`src/rtl/alu_control_seq.sv`:
```
// ALU control sequencer: decodes Op/funct3/funct7 into an ALU operation code and
// paces multiply/divide-class results through a latency counter before handshaking them out.
module alu_control_seq #(
    parameter int OPW      = 5,
    parameter int MUL_LAT  = 3,
    parameter int DIV_LAT  = 8,
    parameter bit ENABLE_M = 1'b1
) (
    input  logic           clk,
    input  logic           rst,
    input  logic           flush,
    input  logic           valid_in,
    output logic           ready_in,
    input  logic [1:0]     Op,
    input  logic [2:0]     funct3,
    input  logic [6:0]     funct7,
    output logic           valid_out,
    input  logic           ready_out,
    output logic [OPW-1:0] ALUOp,
    output logic           illegal,
    output logic           busy
);

    typedef enum logic [1:0] {S_IDLE, S_EXEC, S_DONE} state_e;
    typedef enum logic [1:0] {C_SINGLE, C_MUL, C_DIV} cls_e;

    typedef struct packed {
        logic [4:0] code;
        logic       ill;
        cls_e       cls;
    } dec_t;

    localparam logic [7:0] MUL_CNT = 8'(MUL_LAT - 1);
    localparam logic [7:0] DIV_CNT = 8'(DIV_LAT - 1);

    state_e           state_q, state_d;
    logic [7:0]       cnt_q, cnt_d;
    logic [OPW-1:0]   aluop_q, aluop_d;
    logic             illegal_q, illegal_d;
    dec_t             dec;
    logic             accept;

    // Base integer ops shared by R-type (funct7=0) and I-type.
    function automatic logic [4:0] base_code(input logic [2:0] f3);
        logic [4:0] c;
        case (f3)
            3'b000:  c = 5'd0;
            3'b001:  c = 5'd7;
            3'b010:  c = 5'd11;
            3'b011:  c = 5'd10;
            3'b100:  c = 5'd6;
            3'b101:  c = 5'd8;
            3'b110:  c = 5'd5;
            default: c = 5'd4;
        endcase
        return c;
    endfunction

    function automatic logic [4:0] m_code(input logic [2:0] f3);
        logic [4:0] c;
        case (f3)
            3'b000:  c = 5'd12;
            3'b001:  c = 5'd13;
            3'b010:  c = 5'd20;
            3'b011:  c = 5'd17;
            3'b100:  c = 5'd18;
            3'b101:  c = 5'd14;
            3'b110:  c = 5'd19;
            default: c = 5'd15;
        endcase
        return c;
    endfunction

    always_comb begin
        dec = '{code: 5'd0, ill: 1'b0, cls: C_SINGLE};
        case (Op)
            2'b00: dec.code = 5'd0;
            2'b01: dec.code = 5'd1;
            2'b10: begin
                case (funct7)
                    7'b0000000: dec.code = base_code(funct3);
                    7'b0100000: begin
                        if (funct3 == 3'b000)      dec.code = 5'd1;
                        else if (funct3 == 3'b101) dec.code = 5'd9;
                        else                       dec.ill  = 1'b1;
                    end
                    7'b0000001: begin
                        if (ENABLE_M) dec.code = m_code(funct3);
                        else          dec.ill  = 1'b1;
                    end
                    default: dec.ill = 1'b1;
                endcase
            end
            default: dec.code = base_code(funct3);
        endcase
        if (!dec.ill) begin
            case (dec.code)
                5'd12, 5'd13, 5'd17, 5'd20: dec.cls = C_MUL;
                5'd14, 5'd15, 5'd18, 5'd19: dec.cls = C_DIV;
                default:                    dec.cls = C_SINGLE;
            endcase
        end
    end

    always_ff @(posedge clk) begin
        if (rst) begin
            state_q   <= S_IDLE;
            cnt_q     <= 8'd0;
            aluop_q   <= '0;
            illegal_q <= 1'b0;
        end else begin
            state_q   <= state_d;
            cnt_q     <= cnt_d;
            aluop_q   <= aluop_d;
            illegal_q <= illegal_d;
        end
    end

    assign accept = valid_in & ready_in & ~flush;

    always_comb begin
        state_d   = state_q;
        cnt_d     = cnt_q;
        aluop_d   = aluop_q;
        illegal_d = illegal_q;
        if (flush) begin
            state_d = S_IDLE;
            cnt_d   = 8'd0;
        end else if (accept) begin
            aluop_d   = dec.ill ? '1 : OPW'(dec.code);
            illegal_d = dec.ill;
            case (dec.cls)
                C_MUL:   begin state_d = S_EXEC; cnt_d = MUL_CNT; end
                C_DIV:   begin state_d = S_EXEC; cnt_d = DIV_CNT; end
                default: begin state_d = S_DONE; cnt_d = 8'd0;    end
            endcase
        end else begin
            case (state_q)
                S_EXEC: begin
                    cnt_d = cnt_q - 8'd1;
                    if (cnt_q == 8'd1) state_d = S_DONE;
                end
                S_DONE: if (ready_out) state_d = S_IDLE;
                default: ;
            endcase
        end
    end

    always_comb begin
        ready_in  = (state_q == S_IDLE) | ((state_q == S_DONE) & ready_out);
        valid_out = (state_q == S_DONE);
        busy      = (state_q == S_EXEC);
    end

    assign ALUOp   = aluop_q;
    assign illegal = illegal_q;

endmodule

```
`config.mk`:
```
export PLATFORM = sky130hd
export DESIGN_NAME = alu_control_seq
export DESIGN_NICKNAME = d
export VERILOG_FILES = /design/src/rtl/alu_control_seq.sv
export SDC_FILE = /design/constraint.sdc
export NUM_CORES = 1
export LEC_CHECK = 0
export CAP_MARGIN = 20
export CORE_UTILIZATION = 49
export DETAILED_ROUTE_END_ITERATION = 7
export PLACE_DENSITY = 0.78
export SLEW_MARGIN = 40
export SYNTH_ARGS = -nofsm -noshare
export SYNTH_HDL_FRONTEND = slang
export SYNTH_SLANG_ARGS = --single-unit
```
`constraint.sdc`:
```
create_clock -name clk -period 2.8 [get_ports clk]
set_input_delay 0.28 -clock clk [delete_from_list [all_inputs] [get_ports clk]]
set_output_delay 0.28 -clock clk [all_outputs]
set_load 0.005 [all_outputs]
```
==> impl_results.md <==
* Outcome: finished clean
* Routability cong. at 0.885
* Reg2Reg Setup Slack at 0.78 ns
* Worst Tran Pin Value at 0.625 ns
* Max-cap violation count at 0
* Final Max Tran Viols at 0
* Buf/Inv on CP at 2
* Final Hold Violating Endpoints at 0
* CTS tree: built
* Largest net degree at the start of global routing at 11
* Critical Path AT at 2.78 ns
* Min cycle time layout at 2.62 ns
* Reg2reg end: state_q[1]$_SDFFE_PP0P_
* Routed len/inst at 13.9 um
* Drt drc at 0
* Most used DFF post-synth: dfxtp_1
* Antenna violations before repair at 0
* Fin Clk Skew at 0.00453 ns
* Initial Utilization at 0.546
* Clock sinks at 16
* Number of primary I/O pins at 26
* Pre-CTS setup slack at -0.185 ns
* Post-Syn Area per Cell at 7.69 um2
* Fin Setup TNS at 0 ns
* Fmax at 382 MHz
* Vias at 1217
* Global route overflow at 0
* Clock power frac at 0.291
* Die Ht at 49.7 um
* Synthesized net count at 169
* PwrDens at 338 mW/mm2
* Biggest cell delay along the critical path at 0.41 ns
* Hpwl dp at 2330 um
* Worst hold path class: register to register
* Reg2reg start: state_q[0]$_SDFFE_PP0P_
* Area delta synth->final at 37.5%
* Dpl cell area at 0.00149 mm2
* Worst-path clk slew at 0.09 ns
* First-pass GRT wire length at 4950 um
* Detailed Routing Iterations Pass 1 at 4
* CP max FO at 3
* Root Driver: clkbuf_4
* Antenna Nets Post-Route at 0
* Row cnt at 16
* Async S/R FF share, synth at 0
* Final WS setup at 0.182 ns
* Total track usage at 0.266
* Core footprint at 0.00204 mm2
* Commonest non-fill, non-tap cells in the layout: clkdlybuf4s50_1, nor2_1, dfxtp_1, buf_4
* # diodes at 0
* Worst hold slack at 0.469 ns
* RSZ-0062 raised after global routing: false
* Htree depth at 1
* Cell Chain, Critical Path: clkdlybuf4s50_1 -> or3_4 -> nor4_1 -> buf_4 -> o221ai_1 -> nor2_1 -> nor2_1 -> o21ai_0 -> ha_1 -> nor2_2 -> a21oi_1 -> a21oi_1 -> nor3_1
* Vias in the first global route at 1165
* Slowest CP cell: or3_4
* Sw Share at 0.264
* Hold Path Depth at 2
* Hold Crit Endpoint: illegal$_SDFFE_PP0P_
* Net Sw Power at 137 uW
* Die X at 49.7 um
* Seq pwr share at 0.461
* Yosys warnings at 0
* CTS buffer count at 3
* Final Setup Violations at 0
* Static leakage at 0.000560 uW
* Port Buf Inserts at 25
* Required time of the critical path at 2.97 ns
* Crit start category: primary input
* R2R cell count at 8
* Commonest non-fill, non-tap cell in the layout: clkdlybuf4s50_1
* Tcrit/Tclk final at 0.935
* P_int at 382 uW
* Insertion delay to the later sink of the worst-skew pair at 0.29 ns
* Worst Setup Path Type: primary input to register
* Worst setup EP type: register
* Register area share after synthesis at 0.287
* Cells after synthesis at 145
* Drt total wl at 2930 um
* Yosys top cell area share at 0.287
* Die ar. at 0.00247 mm2
* Maximum root-to-sink buffer count at 2
* Number of hold buffers added after cts at 0
* Comb power frac at 0.248
* Via density at 5.77
* Synth Register Bits at 16
* Slew margin rel. at 0.577
* Crit-path leading delay family: simple AND/OR/NAND/NOR gates
* Main area contributors after synthesis: dfxtp_1, ha_1, nor2_1, a21oi_1, nand2_1
* Yosys cell types at 41
* Post-Layout Inst Area at 0.00153 mm2
* Number of flops mapped to enable cells by yosys at 0
* Final core occ at 0.751
* Final-stage net count at 209
* Ratio of cells with drive above 1 in the final layout at 0.152
* Min-delay src: illegal$_SDFFE_PP0P_
* Detailed Route Iter0 Violations at 31
* Maximum vdd drop at 360 uV
* Mapped cell area at 0.00111 mm2
* Cell taking the most area after synthesis: dfxtp_1
[synth_stat cells, types with 2 or more instances]
| cell type | n |
|---|---|
| nor2_1 | 23 |
| o211ai_1 | 2 |
| xnor2_1 | 3 |
| dfxtp_1 | 16 |
| or2_2 | 2 |
| ha_1 | 7 |
| xor2_1 | 5 |
| a21oi_1 | 12 |
| buf_2 | 2 |
| a211oi_1 | 4 |
| a21o_1 | 2 |
| clkbuf_1 | 4 |
| nor3_1 | 7 |
| a31oi_1 | 2 |
| nand2b_1 | 4 |
| inv_1 | 5 |
| o21ai_0 | 6 |
| nor4b_1 | 2 |
| nor4_1 | 2 |
| nand2_1 | 12 |
| nand3_1 | 3 |
[flip-flops by register name (all words and copies together) (netlist names)]
| name | cells |
|---|---|
| cnt_q | 8 |
| ALUOp | 5 |
| state_q | 2 |
| illegal | 1 |
[final cells by class]
cell class | count | area [um2]
clock buffer | 4 | 36.3
fill | 180 | 509
inverter | 5 | 18.8
multi-input combinational | 118 | 753
sequential | 16 | 320
tap | 27 | 33.8
timing repair buffer | 41 | 370
[metal layers]
| metal | vias up | global-route usage | wire (um) |
|---|---|---|---|
| met5 | - | 0 | 0 |
| li1 | 596 | - | - |
| met2 | 58 | 0.493 | 1460 |
| met1 | 554 | 0.287 | 1180 |
| met3 | 9 | 0.0679 | 222 |
| met4 | 0 | 0.0905 | 60 |
[worst max path at each step]
stage,startpoint,endpoint,slack (ns),cells past startpoint
floorplan,funct7[6],state_q[1]$_SDFFE_PP0P_,0.38,11
global placement,funct7[6],state_q[1]$_SDFFE_PP0P_,-0.07,12
detailed placement,funct7[6],state_q[1]$_SDFFE_PP0P_,-0.18,12
CTS,funct7[6],state_q[1]$_SDFFE_PP0P_,0.12,12
global route,funct7[4],state_q[1]$_SDFFE_PP0P_,0.01,12
finish,funct7[6],state_q[1]$_SDFFE_PP0P_,0.18,13
[power by group through the flow]
stage | logic, uW | registers [uW] | clock network (uW)
after floorplan | 58.3 | 244 | 0
after global placement | 123 | 244 | 0
after detailed placement | 127 | 244 | 0
after CTS | 128 | 239 | 155
after global routing | 140 | 240 | 162
final | 129 | 239 | 151
[through the flow]
step / power (uW) / instances
global route: 542 / 211
global placement: 367 / 207
floorplan: 303 / 145
detailed placement: 371 / 207
finish: 519 / 211
CTS: 522 / 211
[cells by family (layout without fill, tap and decap cells)]
| kind of cell | after synthesis | after routing | share of synthesized area |
|---|---|---|---|
| and+or+nand+nor | 66 | 66 | 0.315 |
| AOI/OAI and AO/OA | 36 | 36 | 0.203 |
| DFF | 16 | 16 | 0.287 |
| buffers and inverters | 11 | 50 | 0.0393 |
| xor gates and xnor gates | 8 | 8 | 0.0629 |
| adders and majority gates | 7 | 7 | 0.0786 |
| muxes | 1 | 1 | 0.0135 |
[tightest hold or removal path: stages (launching register included)]
cell     delay (ns)
dfxtp_1        0.32
nand2_1        0.05
a21oi_1        0.06
[repair_timing]
item                       4_1_cts  5_1_grt
resized for setup                0        1
setup buffers                    0        0
setup endpoints to repair        0        1
(Power assumes the default switching activity.)
